===== src/rtl/output_port_tx_pkg.sv =====
`default_nettype none
// ============================================================================
// Module      : output_port_tx_pkg
// Description : Shared BFT definitions for the output port transmitter.
//               Default packet field widths, the helpers that place each
//               field inside a packet, and the transmitter FSM state
//               encoding.
// Revision    : 1.0 - initial release
// ============================================================================
package output_port_tx_pkg;

    // Default BFT geometry
    localparam int BFT_PACKET_BITS      = 97;
    localparam int BFT_NUM_LEAF_BITS    = 6;
    localparam int BFT_NUM_PORT_BITS    = 4;
    localparam int BFT_NUM_ADDR_BITS    = 7;
    localparam int BFT_PAYLOAD_BITS     = 64;
    localparam int BFT_FREESPACE_UPDATE = 64;

    // Packet layout, MSB first:
    //   {valid, leaf, port, zero fill, addr, payload}
    function automatic int pkt_valid_pos(input int packet_bits);
        return packet_bits - 1;
    endfunction

    function automatic int pkt_leaf_lsb(input int packet_bits, input int leaf_bits);
        return packet_bits - 1 - leaf_bits;
    endfunction

    function automatic int pkt_port_lsb(input int packet_bits, input int leaf_bits,
                                        input int port_bits);
        return packet_bits - 1 - leaf_bits - port_bits;
    endfunction

    function automatic int pkt_addr_lsb(input int payload_bits);
        return payload_bits;
    endfunction

    // Transmitter FSM
    typedef enum logic [1:0] {
        ST_IDLE        = 2'd0,
        ST_RUN         = 2'd1,
        ST_WAIT_CREDIT = 2'd2
    } tx_state_t;

endpackage
`default_nettype wire


===== src/rtl/SynFIFO.sv =====
`default_nettype none
// ============================================================================
// Module      : SynFIFO
// Description : Single-clock show-ahead FIFO, 2**ASIZE words of DSIZE bits.
//               rdata always presents the head word; rd_en pops it.
// Ports       : clk, rst_n (sync, active-low), wr_en/wdata (push),
//               rd_en/rdata (pop / head word), full, empty.
// Revision    : 1.0 - initial release
// ============================================================================
module SynFIFO #(
    parameter int DSIZE = 64,
    parameter int ASIZE = 4
) (
    input  logic             clk,
    input  logic             rst_n,
    input  logic             wr_en,
    input  logic [DSIZE-1:0] wdata,
    input  logic             rd_en,
    output logic [DSIZE-1:0] rdata,
    output logic             full,
    output logic             empty
);

    localparam int DEPTH = 2 ** ASIZE;

    logic [DSIZE-1:0] r_mem [DEPTH];
    // One extra pointer bit distinguishes full from empty when the
    // address bits coincide.
    logic [ASIZE:0]   r_wptr;
    logic [ASIZE:0]   r_rptr;
    logic             w_push;
    logic             w_pop;

    assign w_push = wr_en && !full;
    assign w_pop  = rd_en && !empty;

    assign empty = (r_wptr == r_rptr);
    assign full  = (r_wptr[ASIZE] != r_rptr[ASIZE]) &&
                   (r_wptr[ASIZE-1:0] == r_rptr[ASIZE-1:0]);
    assign rdata = r_mem[r_rptr[ASIZE-1:0]];

    always_ff @(posedge clk) begin
        if (!rst_n) begin
            r_wptr <= '0;
            r_rptr <= '0;
        end else begin
            if (w_push) begin
                r_wptr <= r_wptr + (ASIZE+1)'(1);
            end
            if (w_pop) begin
                r_rptr <= r_rptr + (ASIZE+1)'(1);
            end
        end
    end

    // Storage carries no reset so it can map onto RAM; emptiness is
    // tracked purely by the pointers.
    always_ff @(posedge clk) begin
        if (w_push) begin
            r_mem[r_wptr[ASIZE-1:0]] <= wdata;
        end
    end

endmodule
`default_nettype wire


===== src/rtl/output_port_tx.sv =====
`default_nettype none
// ============================================================================
// Module      : output_port_tx
// Description : BFT output port transmitter. Buffers user words in a
//               16-deep FIFO, wraps each one into a BFT packet carrying the
//               destination leaf/port and a rolling receiver address, and
//               throttles launches with a credit counter refilled by
//               freespace_update pulses.
// Ports       : clk, rst_n (sync, active-low), ap_start (run enable),
//               dst_leaf/dst_port (destination), din/vld/ack user side,
//               dout_interface2bft/ack_bft2interface BFT side,
//               freespace_update (credit return), credit_err (sticky).
// Revision    : 1.0 - initial release
// ============================================================================
module output_port_tx
    import output_port_tx_pkg::*;
#(
    parameter int PACKET_BITS           = BFT_PACKET_BITS,
    parameter int NUM_LEAF_BITS         = BFT_NUM_LEAF_BITS,
    parameter int NUM_PORT_BITS         = BFT_NUM_PORT_BITS,
    parameter int NUM_ADDR_BITS         = BFT_NUM_ADDR_BITS,
    parameter int PAYLOAD_BITS          = BFT_PAYLOAD_BITS,
    parameter int FREESPACE_UPDATE_SIZE = BFT_FREESPACE_UPDATE
) (
    input  logic                     clk,
    input  logic                     rst_n,
    input  logic                     ap_start,
    input  logic [NUM_LEAF_BITS-1:0] dst_leaf,
    input  logic [NUM_PORT_BITS-1:0] dst_port,
    input  logic [PAYLOAD_BITS-1:0]  din_user2interface,
    input  logic                     vld_user2interface,
    output logic                     ack_interface2user,
    output logic [PACKET_BITS-1:0]   dout_interface2bft,
    input  logic                     ack_bft2interface,
    input  logic                     freespace_update,
    output logic                     credit_err
);

    localparam int VALID_POS = pkt_valid_pos(PACKET_BITS);
    localparam int LEAF_LSB  = pkt_leaf_lsb(PACKET_BITS, NUM_LEAF_BITS);
    localparam int PORT_LSB  = pkt_port_lsb(PACKET_BITS, NUM_LEAF_BITS, NUM_PORT_BITS);
    localparam int ADDR_LSB  = pkt_addr_lsb(PAYLOAD_BITS);

    // Credit register is NUM_ADDR_BITS+1 wide; the next-value sum gets one
    // more bit so an over-range refill is visible before clamping.
    localparam int CW = NUM_ADDR_BITS + 1;
    localparam int SW = NUM_ADDR_BITS + 2;
    localparam logic [SW-1:0] C_CREDIT_MAX = SW'(2 ** NUM_ADDR_BITS);
    localparam logic [SW-1:0] C_UPDATE     = SW'(FREESPACE_UPDATE_SIZE);

    tx_state_t                r_state;
    logic [PACKET_BITS-1:0]   r_dout;
    logic [NUM_ADDR_BITS-1:0] r_addr;
    logic [CW-1:0]            r_credit;
    logic                     r_credit_err;

    logic [PAYLOAD_BITS-1:0]  w_fifo_rdata;
    logic                     w_fifo_full;
    logic                     w_fifo_empty;
    logic                     w_out_valid;
    logic                     w_launch;
    logic [PACKET_BITS-1:0]   w_packet;
    logic [SW-1:0]            w_credit_sum;
    logic                     w_credit_ovf;

    // ------------------------------------------------------------------
    // User-side buffer: always writable, independent of the FSM state.
    // ------------------------------------------------------------------
    SynFIFO #(
        .DSIZE (PAYLOAD_BITS),
        .ASIZE (4)
    ) u_fifo (
        .clk   (clk),
        .rst_n (rst_n),
        .wr_en (vld_user2interface),
        .wdata (din_user2interface),
        .rd_en (w_launch),
        .rdata (w_fifo_rdata),
        .full  (w_fifo_full),
        .empty (w_fifo_empty)
    );

    assign ack_interface2user = !w_fifo_full;

    assign w_out_valid = r_dout[VALID_POS];

    // A new word may replace the held packet in the same cycle the BFT
    // accepts it, which is what sustains one packet per cycle.
    assign w_launch = (r_state == ST_RUN) && ap_start && !w_fifo_empty &&
                      (r_credit != '0) && (!w_out_valid || ack_bft2interface);

    always_comb begin
        w_packet                               = '0;
        w_packet[VALID_POS]                    = 1'b1;
        w_packet[LEAF_LSB +: NUM_LEAF_BITS]    = dst_leaf;
        w_packet[PORT_LSB +: NUM_PORT_BITS]    = dst_port;
        w_packet[ADDR_LSB +: NUM_ADDR_BITS]    = r_addr;
        w_packet[0 +: PAYLOAD_BITS]            = w_fifo_rdata;
    end

    // Launch and refill in the same cycle net out; a launch never happens
    // at zero credit, so the subtraction cannot underflow.
    assign w_credit_sum = SW'(r_credit)
                        + (freespace_update ? C_UPDATE : '0)
                        - SW'(w_launch);
    assign w_credit_ovf = freespace_update && (w_credit_sum > C_CREDIT_MAX);

    // ------------------------------------------------------------------
    // FSM with its registered datapath
    // ------------------------------------------------------------------
    always_ff @(posedge clk) begin
        if (!rst_n) begin
            r_state      <= ST_IDLE;
            r_dout       <= '0;
            r_addr       <= '0;
            r_credit     <= C_CREDIT_MAX[CW-1:0];
            r_credit_err <= 1'b0;
        end else begin
            case (r_state)
                ST_IDLE: begin
                    if (ap_start) begin
                        r_state <= ST_RUN;
                    end
                end
                ST_RUN: begin
                    // A held packet keeps the FSM out of IDLE until the BFT
                    // takes it.
                    if (!ap_start && !w_out_valid) begin
                        r_state <= ST_IDLE;
                    end else if (r_credit == '0) begin
                        r_state <= ST_WAIT_CREDIT;
                    end
                end
                ST_WAIT_CREDIT: begin
                    if (!ap_start && !w_out_valid) begin
                        r_state <= ST_IDLE;
                    end else if (r_credit != '0) begin
                        r_state <= ST_RUN;
                    end
                end
                default: begin
                    r_state <= ST_IDLE;
                end
            endcase

            if (w_launch) begin
                r_dout <= w_packet;
                r_addr <= r_addr + NUM_ADDR_BITS'(1);
            end else if (w_out_valid && ack_bft2interface) begin
                r_dout <= '0;
            end

            r_credit <= w_credit_ovf ? C_CREDIT_MAX[CW-1:0] : w_credit_sum[CW-1:0];

            if (w_credit_ovf) begin
                r_credit_err <= 1'b1;
            end
        end
    end

    assign dout_interface2bft = r_dout;
    assign credit_err         = r_credit_err;

endmodule
`default_nettype wire


===== config.mk =====
export PLATFORM = sky130hd
export DESIGN_NAME = output_port_tx
export DESIGN_NICKNAME = d
export VERILOG_FILES = /design/src/rtl/output_port_tx_pkg.sv /design/src/rtl/SynFIFO.sv /design/src/rtl/output_port_tx.sv
export SDC_FILE = /design/constraint.sdc
export NUM_CORES = 1
export LEC_CHECK = 0
export ABC_CLOCK_PERIOD_IN_PS = 5800
export CORE_ASPECT_RATIO = 1.75
export CORE_MARGIN = 2
export CORE_UTILIZATION = 54
export DETAILED_ROUTE_END_ITERATION = 8
export PLACE_DENSITY = 0.75
export SLEW_MARGIN = 20
export SYNTH_ARGS = -nofsm -noshare
export SYNTH_HDL_FRONTEND = slang
export SYNTH_SLANG_ARGS = --single-unit
export TNS_END_PERCENT = 20

===== constraint.sdc =====
create_clock -name clk -period 5.8 [get_ports clk]
set_input_delay 0.87 -clock clk [delete_from_list [all_inputs] [get_ports clk]]
set_output_delay 0.87 -clock clk [all_outputs]
set_load 0.01 [all_outputs]

==> results of run 1 <==
## worst max-delay path by stage
| stage | end | slack (ns) | cells after the start | startpoint |
|---|---|---|---|---|
| finish | r_credit[3] | 1.40 | 14 | u_fifo.r_wptr[2] |
| global route | r_credit[2] | 1.20 | 14 | u_fifo.r_wptr[2] |
| detailed placement | r_credit[3] | 1.24 | 15 | ack_bft2interface |
| floorplan | u_fifo.r_mem[11][0] | 1.41 | 2 | vld_user2interface |
| CTS | r_credit[3] | 1.50 | 14 | u_fifo.r_wptr[2] |
| global placement | r_credit[4] | 1.39 | 15 | ack_bft2interface |
## where the power goes
group | internal, mW | total (mW) | switching, mW
Sequential | 9.06 | 9.12 | 0.0586
Clock | 3.82 | 6.72 | 2.89
Combinational | 0.455 | 1.07 | 0.618
Total | 13.3 | 16.9 | 3.57
## cells in the final DEF, fill, tap and decap left out, drive strengths merged, types with 3 or more instances in the layout
cell	n
a21oi	8
a22o	81
a22oi	64
a31oi	3
and2	4
and3	17
buf	32
bufinv	13
clkbuf	122
clkdlybuf4s50	163
clkinv	35
clkinvlp	6
conb	15
dfxtp	114
edfxtp	1024
ha	17
inv	26
mux2i	68
mux4	256
nand2	6
nand2b	4
nand3	5
nand4	3
nor2	17
nor2b	8
nor3	8
o211ai	6
o21a	3
o21ai	74
or3	5
xnor2	9
xor2	9
## layout make-up
| cell class | instances | area (um2) |
|---|---|---|
| clock inverter | 60 | 693 |
| fill | 5277 | 29500 |
| sequential | 1138 | 33000 |
| timing repair buffer | 195 | 1970 |
| inverter | 20 | 77.6 |
| multi-input combinational | 719 | 9390 |
| antenna | 2 | 5.00 |
| tap | 1035 | 1290 |
| clock buffer | 122 | 2630 |
## sequential cells by signal (all words and copies together), names as in the netlist, named ones only
register	cells
r_state	2
u_fifo.r_rptr	5
dout_interface2bft	82
r_credit	8
credit_err	1
r_addr	7
u_fifo.r_wptr	5
u_fifo.r_mem	1024
## logic make-up after synthesis
| family | count (synthesis) | share of synthesized area |
|---|---|---|
| AOI/OAI and AO/OA | 253 | 0.0428 |
| other | 1 | 0.0000874 |
| DFF | 1138 | 0.769 |
| adders and majority gates | 18 | 0.00542 |
| buffers and inverters | 143 | 0.0157 |
| and+or+nand+nor | 91 | 0.0125 |
| xor gates and xnor gates | 18 | 0.00385 |
| muxes | 324 | 0.150 |
## through the flow
stage / cells / util
floorplan: 2000 / -
global placement: 3106 / 0.582
detailed placement: 3107 / 0.582
CTS: 3289 / 0.625
global route: 3290 / 0.625
finish: 3291 / 0.625
## layer usage
| layer | routed length (um) | share of wire | vias to the layer above | global-route usage |
|---|---|---|---|---|
| li1 | - | - | 8688 | - |
| met1 | 33400 | 0.37 | 10800 | 0.275 |
| met2 | 49600 | 0.55 | 764 | 0.410 |
| met3 | 5130 | 0.057 | 182 | 0.0358 |
| met4 | 2300 | 0.025 | 8 | 0.0722 |
| met5 | 56 | 0.00062 | - | 0 |
==> impl_metrics.env, run 1 <==
export IMPL_status="completed"
export IMPL_setup_tns_ns=0
export IMPL_worstPathRequired_ns=6.32
export IMPL_cts_buffers=96
export IMPL_dp_hpwl_um=50400
export IMPL_drive_above_1_share=0.213
export IMPL_crit_fanout=16
export IMPL_num_vias=20500
export IMPL_clock_skew_final_ns=0.0301
export IMPL_overflow=0
export IMPL_cts_setup_buffers=0
export IMPL_synth_edf_count=1024
export IMPL_grt_pass1_wl_um=136000
export IMPL_period_needed_ns=4.40
export IMPL_ctsResizeCount=0
export IMPL_path_clk_slew_ns=0.06
export IMPL_cts_max_level=3
export IMPL_ys_seq_elements=1138
export IMPL_critPathTopFamily="compound AO/OA/AOI/OAI gates"
export IMPL_dieArea_um2=81900
export IMPL_clock_latency_ns=0.68
export IMPL_peakVddDrop_mv=0.221
export IMPL_maxCapViolations=0
export IMPL_synth_most_common_cell="edfxtp_1"
export IMPL_grt_max_degree=111
export IMPL_max_stage_delay_ns=0.65
export IMPL_fp_dieH_um=377
export IMPL_grt_pass1_vias=22000
export IMPL_synthesis_area_um2=42900
export IMPL_cts_buffer_depth=3
export IMPL_finalMaxSlewViolations=0
export IMPL_cp_cell_sequence="xnor2_1 > nand4_2 > o21ai_2 > inv_1 > ha_1 > inv_1 > ha_1 > inv_1 > fa_1 > or3b_1 > a2111oi_1 > o31ai_1 > a31oi_2 > nor3_1"
export IMPL_cp_start_kind="register"
export IMPL_globalplace_congestion=0.767
export IMPL_avgSynthCellArea_um2=21.6
export IMPL_setup_viol=0
export IMPL_ios=179
export IMPL_crit_arrival_ns=4.92
export IMPL_dieWidth_um=217
export IMPL_reg2reg_from="u_fifo.r_wptr[2]"
export IMPL_fp_row_count=136
export IMPL_hold_class="register to register"
export IMPL_clock_sinks=1138
export IMPL_synth_cell_type_count=59
export IMPL_synth_area_leaders="edfxtp_1 72%, mux4_2 13%, dfxtp_1 5.3%, a22o_1 1.7%, mux2i_1 1.6%"
export IMPL_synth_yosys_seq_area_share=0.769
export IMPL_reg2reg_setup_slack_ns=1.40
export IMPL_synth_main_ff_cell="edfxtp_1"
export IMPL_antenna_found_initial=6
export IMPL_worst_slew_pin_slew_ns=1.08
export IMPL_min_path_cells=1
export IMPL_slowest_stage="o21ai_2"
export IMPL_finalHoldViolCount=0
export IMPL_core_area_um2=78600
export IMPL_drtAntennaViolNets=0
export IMPL_synth_top_area_share=0.716
export IMPL_start_util=0.546
export IMPL_viasPerCell=6.22
export IMPL_relSlewSlack=0.277
export IMPL_firstDrtPassIters=5
export IMPL_power_density_nw_per_um2=344
export IMPL_placed_area_um2=45800
export IMPL_period_share=0.758
export IMPL_wire_per_inst_um=27.5
export IMPL_place_ws_ns=1.24
export IMPL_cts_tree="built"
export IMPL_critPathBufInv=3
export IMPL_nets=2268
export IMPL_p_total_mw=16.9
export IMPL_hold_buffers=0
export IMPL_port_buffers=163
export IMPL_wl_um=90400
export IMPL_synth_warnings=0
export IMPL_leakagePower_nw=15.0
export IMPL_ys_top_cells_by_count="1024 x edfxtp_1, 256 x mux4_2, 114 x dfxtp_1, 81 x a22o_1, 68 x mux2i_1"
export IMPL_worst_hold_slack_ns=0.479
export IMPL_design_area_um2=49100
export IMPL_ctsRootBufferMaster="clkbuf_16"
export IMPL_reg2reg_depth=14
export IMPL_path_class="register to register"
export IMPL_synth_largest_area_cell="edfxtp_1"
export IMPL_holdCritStartpoint="dout_interface2bft[64]"
export IMPL_r2r_end="r_credit[3]"
export IMPL_clock_fmax_ghz=0.227
export IMPL_drt_iter0_markers=1873
export IMPL_worstSetupEndpointType="register"
export IMPL_netlist_instances=1986
export IMPL_holdPathEnd="dout_interface2bft[64]"
export IMPL_grtUsageTotal=0.225
export IMPL_synthArstFlopShare=0
export IMPL_cp_common_cell="inv_1"
export IMPL_synthToLayoutAreaGrowth_pct=14.4
export IMPL_setup_slack_ns=1.40
export IMPL_rsz0062_at_grt="no"
export IMPL_drc=0
(Power assumes the default switching activity.)
==> run 2, diff against run 1 <==
--- a/config.mk
+++ b/config.mk
@@ -5,7 +5,7 @@
 export SDC_FILE = /design/constraint.sdc
 export NUM_CORES = 1
 export LEC_CHECK = 0
-export ABC_CLOCK_PERIOD_IN_PS = 5800
+export ABC_CLOCK_PERIOD_IN_PS = 3800
 export CORE_ASPECT_RATIO = 1.75
 export CORE_MARGIN = 2
 export CORE_UTILIZATION = 54
==> constraint.sdc (replaced) <==
create_clock -name clk -period 3.8 [get_ports clk]
set_input_delay 0.57 -clock clk [delete_from_list [all_inputs] [get_ports clk]]
set_output_delay 0.57 -clock clk [all_outputs]
set_load 0.01 [all_outputs]
==> impl_metrics.env, run 2 (same netlist as run 1, synthesis figures left out) <==
export IMPL_grtUsageTotal=0.235
export IMPL_dp_hpwl_um=53000
export IMPL_port_buffers=163
export IMPL_reg2reg_from="u_fifo.r_wptr[0]"
export IMPL_start_util=0.546
export IMPL_hold_class="register to register"
export IMPL_cts_max_level=3
export IMPL_largest_reg_flops=1024
export IMPL_clock_sinks=1138
export IMPL_clock_fmax_ghz=0.288
export IMPL_p_int_mw=20.0
export IMPL_leakagePower_nw=15.2
export IMPL_globalplace_congestion=0.777
export IMPL_setup_viol=0
export IMPL_period_share=0.914
export IMPL_dieWidth_um=217
export IMPL_grt_pass1_vias=22200
export IMPL_fp_row_count=136
export IMPL_drt_iter0_markers=2029
export IMPL_core_area_um2=78600
export IMPL_rsz0062_at_grt="no"
export IMPL_path_class="register to register"
export IMPL_drtAntennaViolNets=0
export IMPL_period_needed_ns=3.47
export IMPL_min_path_cells=1
export IMPL_cts_tree="built"
export IMPL_drive_above_1_share=0.227
export IMPL_p_total_mw=25.5
export IMPL_status="completed"
export IMPL_finalMaxSlewViolations=0
export IMPL_clock_skew_final_ns=0.0312
export IMPL_crit_fanout=7
export IMPL_peakVddDrop_mv=0.353
export IMPL_combPwrFrac=0.066
export IMPL_switchingPower_mw=5.41
export IMPL_wl_um=94400
export IMPL_place_ws_ns=-0.122
export IMPL_nets=2310
export IMPL_layout_cells_non_filler=3331
export IMPL_switching_share=0.213
export IMPL_synthToLayoutAreaGrowth_pct=15.4
export IMPL_cts_setup_buffers=0
export IMPL_dieArea_um2=81900
export IMPL_antenna_found_initial=8
export IMPL_holdPathEnd="dout_interface2bft[92]"
export IMPL_setup_slack_ns=0.327
export IMPL_overflow=0
export IMPL_wire_per_inst_um=28.3
export IMPL_relSlewSlack=0.486
export IMPL_reg2reg_setup_slack_ns=0.33
export IMPL_power_share_sequential=0.546
export IMPL_grt_pass1_wl_um=141000
export IMPL_firstDrtPassIters=5
export IMPL_crit_arrival_ns=4.00
export IMPL_finalHoldViolCount=0
export IMPL_path_clk_slew_ns=0.06
export IMPL_cts_buffers=96
export IMPL_holdCritStartpoint="dout_interface2bft[92]"
export IMPL_drc=0
export IMPL_reg2reg_depth=14
export IMPL_maxCapViolations=0
export IMPL_viasPerCell=6.28
export IMPL_fp_dieH_um=377
export IMPL_dp_cells=3149
export IMPL_clock_latency_ns=0.67
export IMPL_clkPwrFrac=0.388
export IMPL_power_density_nw_per_um2=514
export IMPL_ctsRootBufferMaster="clkbuf_16"
export IMPL_r2r_end="r_credit[5]"
export IMPL_final_common_cell="edfxtp_1"
export IMPL_worstPathRequired_ns=4.33
export IMPL_worst_slew_pin_slew_ns=0.771
export IMPL_grt_max_degree=65
export IMPL_mostFrequentLayoutCells="1024 x edfxtp_1, 256 x mux4_2, 163 x clkdlybuf4s50_1"
export IMPL_worstSetupEndpointType="register"
export IMPL_cp_start_kind="register"
export IMPL_ios=179
export IMPL_num_vias=20900
export IMPL_cts_buffer_depth=3
==> run 2: cell count changes in the layout (fill, tap and decap cells not counted), sizes merged <==
cell and change:
clkinv +3, bufinv -4, diode +1, clkbuf -1, clkinvlp -1, buf +42
==> run 2: area by class of cell <==
type                       instances  area (um2)
multi-input combinational        719        9400
sequential                      1138       33000
antenna                            3        7.51
timing repair buffer             237        2540
clock inverter                    58         571
inverter                          20        77.6
clock buffer                     121        2590
fill                            5182       29100
tap                             1035        1290
==> run 2: stage by stage <==
stage           util  setup TNS [ns]  hold slack, ns  instance area [um2]
2_1_floorplan      -          -65.57           0.452                43000
3_3_place_gp   0.589        -0.00568           0.458                46300
3_5_place_dp   0.589          -0.720           0.457                46300
4_1_cts        0.630               0           0.476                49500
5_1_grt        0.630               0           0.491                49500
6_report       0.630               0           0.474                49500
==> run 2: worst max-delay path by stage <==
stage / start / to / cells after the start
finish: u_fifo.r_wptr[0] / r_credit[5] / 14
global route: r_credit[7] / r_credit[5] / 14
CTS: r_credit[6] / r_credit[4] / 14
detailed placement: ack_bft2interface / r_credit[4] / 15
global placement: ack_bft2interface / r_credit[4] / 15
floorplan: u_fifo.r_wptr[3] / u_fifo.r_mem[11][0] / 5
==> run 2: metal layers <==
metal  track usage  share of wire
met2         0.416           0.54
met1         0.296           0.37
met3        0.0368          0.068
met4        0.0790          0.028
met5             0        0.00071
==> run 2: worst max-delay path: stages, from the launching register on <==
cell     delay, ns
dfxtp_1       0.46
xnor2_1       0.17
nand4_2       0.16
o21ai_2       0.17
inv_1         0.06
ha_1          0.17
inv_1         0.05
ha_1          0.16
inv_1         0.06
fa_1          0.39
or3b_1        0.44
and2_1        0.18
xnor2_1       0.32
a31oi_2       0.24
nor3_1        0.33
==> run 2: power groups by stage <==
stage	Clock (mW)	Sequential [mW]	Combinational, mW
final	9.88	13.9	1.67
after global routing	10.4	13.9	1.80
after CTS	10.0	13.9	1.65
after detailed placement	0	14.2	1.64
after global placement	0	14.2	1.54
after floorplan	0	14.2	1.02
==> run 2: what timing repair did <==
| item | 4_1_cts | 5_1_grt |
|---|---|---|
| endpoints found under the setup margin | 0 | 8 |
| hold buffers | 0 | 0 |
| gates resized for setup | 0 | 4 |
==> run 3, diff against run 2 <==
--- a/config.mk
+++ b/config.mk
@@ -6,11 +6,12 @@
 export NUM_CORES = 1
 export LEC_CHECK = 0
 export ABC_CLOCK_PERIOD_IN_PS = 3800
+export CAP_MARGIN = 20
 export CORE_ASPECT_RATIO = 1.75
 export CORE_MARGIN = 2
-export CORE_UTILIZATION = 54
+export CORE_UTILIZATION = 50
 export DETAILED_ROUTE_END_ITERATION = 8
-export PLACE_DENSITY = 0.75
+export PLACE_DENSITY = 0.7
 export SLEW_MARGIN = 20
 export SYNTH_ARGS = -nofsm -noshare
 export SYNTH_HDL_FRONTEND = slang
==> impl_metrics.env, run 3 (same netlist as run 1, synthesis figures left out) <==
export IMPL_cts_max_level=3
export IMPL_fp_dieH_um=392
export IMPL_rsz0062_at_grt="no"
export IMPL_start_util=0.503
export IMPL_cts_buffer_depth=3
export IMPL_placed_area_um2=46400
export IMPL_finalHoldViolCount=0
export IMPL_largest_reg_flops=1024
export IMPL_slowest_stage="a2111oi_2"
export IMPL_clock_fmax_ghz=0.278
export IMPL_period_needed_ns=3.60
export IMPL_critPathBufInv=4
export IMPL_clock_sinks=1138
export IMPL_fin_util=0.583
export IMPL_max_stage_delay_ns=0.49
export IMPL_place_ws_ns=-0.311
export IMPL_worst_hold_slack_ns=0.474
export IMPL_dieArea_um2=88300
export IMPL_relSlewSlack=0.435
export IMPL_globalplace_congestion=0.767
export IMPL_antenna_found_initial=7
export IMPL_crit_arrival_ns=4.14
export IMPL_setup_slack_ns=0.201
export IMPL_mostFrequentLayoutCells="1024 x edfxtp_1, 256 x mux4_2, 163 x clkdlybuf4s50_1"
export IMPL_crit_fanout=6
export IMPL_synthToLayoutAreaGrowth_pct=15.8
export IMPL_power_density_nw_per_um2=520
export IMPL_cts_tree="built"
export IMPL_path_class="register to register"
export IMPL_hold_class="register to register"
export IMPL_clock_skew_final_ns=0.0286
export IMPL_cp_start_kind="register"
export IMPL_grt_pass1_wl_um=142000
export IMPL_ctsRootBufferMaster="clkbuf_16"
export IMPL_firstDrtPassIters=5
export IMPL_worstSetupEndpointType="register"
export IMPL_core_area_um2=85300
export IMPL_setup_tns_ns=0
export IMPL_cp_cell_sequence="nor4_2 > a311oi_2 > o21ai_2 > inv_1 > ha_1 > inv_1 > ha_1 > inv_1 > fa_1 > or3b_1 > a2111oi_2 > o31ai_2 > a31oi_2 > buf_4 > nor3_1"
export IMPL_path_depth=15
export IMPL_cts_buffers=96
export IMPL_critPathLaunch="r_credit[6]"
export IMPL_final_common_cell="edfxtp_1"
export IMPL_peakVddDrop_mv=0.305
export IMPL_wl_um=96400
export IMPL_critPathTopFamily="compound AO/OA/AOI/OAI gates"
export IMPL_drive_above_1_share=0.227
export IMPL_cp_common_cell="inv_1"
export IMPL_port_buffers=163
export IMPL_grt_pass1_vias=21900
export IMPL_fp_row_count=142
export IMPL_maxCapViolations=0
export IMPL_reg2reg_setup_slack_ns=0.20
export IMPL_grtUsageTotal=0.222
export IMPL_period_share=0.947
export IMPL_leakagePower_nw=15.2
export IMPL_worstPathRequired_ns=4.34
export IMPL_status="completed"
export IMPL_drc=0
export IMPL_dieWidth_um=226
export IMPL_reg2reg_depth=15
export IMPL_fillers=6016
export IMPL_wire_per_inst_um=28.6
export IMPL_grt_max_degree=82
export IMPL_nets=2305
export IMPL_holdPathEnd="dout_interface2bft[65]"
export IMPL_dp_hpwl_um=53600
export IMPL_num_vias=20800
export IMPL_multi_input_area_um2=9420
export IMPL_p_total_mw=25.9
export IMPL_ios=179
export IMPL_worst_slew_pin_slew_ns=0.847
export IMPL_clock_latency_ns=0.69
export IMPL_min_path_cells=1
export IMPL_holdCritStartpoint="dout_interface2bft[65]"
export IMPL_reg2reg_from="r_credit[6]"
export IMPL_seqCellArea_um2=33100
export IMPL_dp_cells=3188
export IMPL_finalMaxSlewViolations=0
export IMPL_design_area_um2=49700
export IMPL_drt_iter0_markers=1988
export IMPL_viasPerCell=6.17
export IMPL_setup_viol=0
export IMPL_path_clk_slew_ns=0.06
export IMPL_overflow=0
export IMPL_layout_cells_non_filler=3370
export IMPL_drtAntennaViolNets=0
export IMPL_r2r_end="r_credit[2]"
run 3: timing repair:
item / CTS / global route
resized for setup: 1 / 7
hold buffers: 0 / 0
setup buffers: 0 / 1
endpoints found under the setup margin: 3 / 7
run 3: worst max path at each step:
stage | slack [ns] | end
after floorplan | -0.47 | u_fifo.r_mem[11][0]
after global placement | 0.04 | r_credit[4]
after detailed placement | -0.31 | r_credit[4]
after CTS | 0.13 | r_credit[4]
after global routing | 0.03 | r_credit[4]
final | 0.20 | r_credit[2]
run 3: layout make-up:
cell class,count,area share
antenna,1,0.0000503
timing repair buffer,232,0.0510
tap,1080,0.0272
sequential,1138,0.665
clock buffer,124,0.0541
inverter,20,0.00156
multi-input combinational,719,0.189
clock inverter,56,0.0121
run 3: layer usage:
metal	part of all wire	GRT usage	wire [um]
met1	0.38	0.280	36900
met2	0.53	0.393	51100
met3	0.058	0.0354	5570
met4	0.028	0.0718	2730
met5	0.00050	0	48
run 3: where the power goes:
| group | leakage (nW) | switching, mW | internal (mW) |
|---|---|---|---|
| sequential | 10.2 | 0.0890 | 13.8 |
| combinational | 3.46 | 0.991 | 0.752 |
| clock | 1.61 | 4.44 | 5.78 |
run 3: worst register-to-register path: stages, from the launching register on:
cell	delay (ns)
dfxtp_1	0.32
nor4_2	0.37
a311oi_2	0.17
o21ai_2	0.09
inv_1	0.06
ha_1	0.18
inv_1	0.09
ha_1	0.19
inv_1	0.07
fa_1	0.41
or3b_1	0.47
a2111oi_2	0.49
o31ai_2	0.15
a31oi_2	0.18
buf_4	0.18
nor3_1	0.07
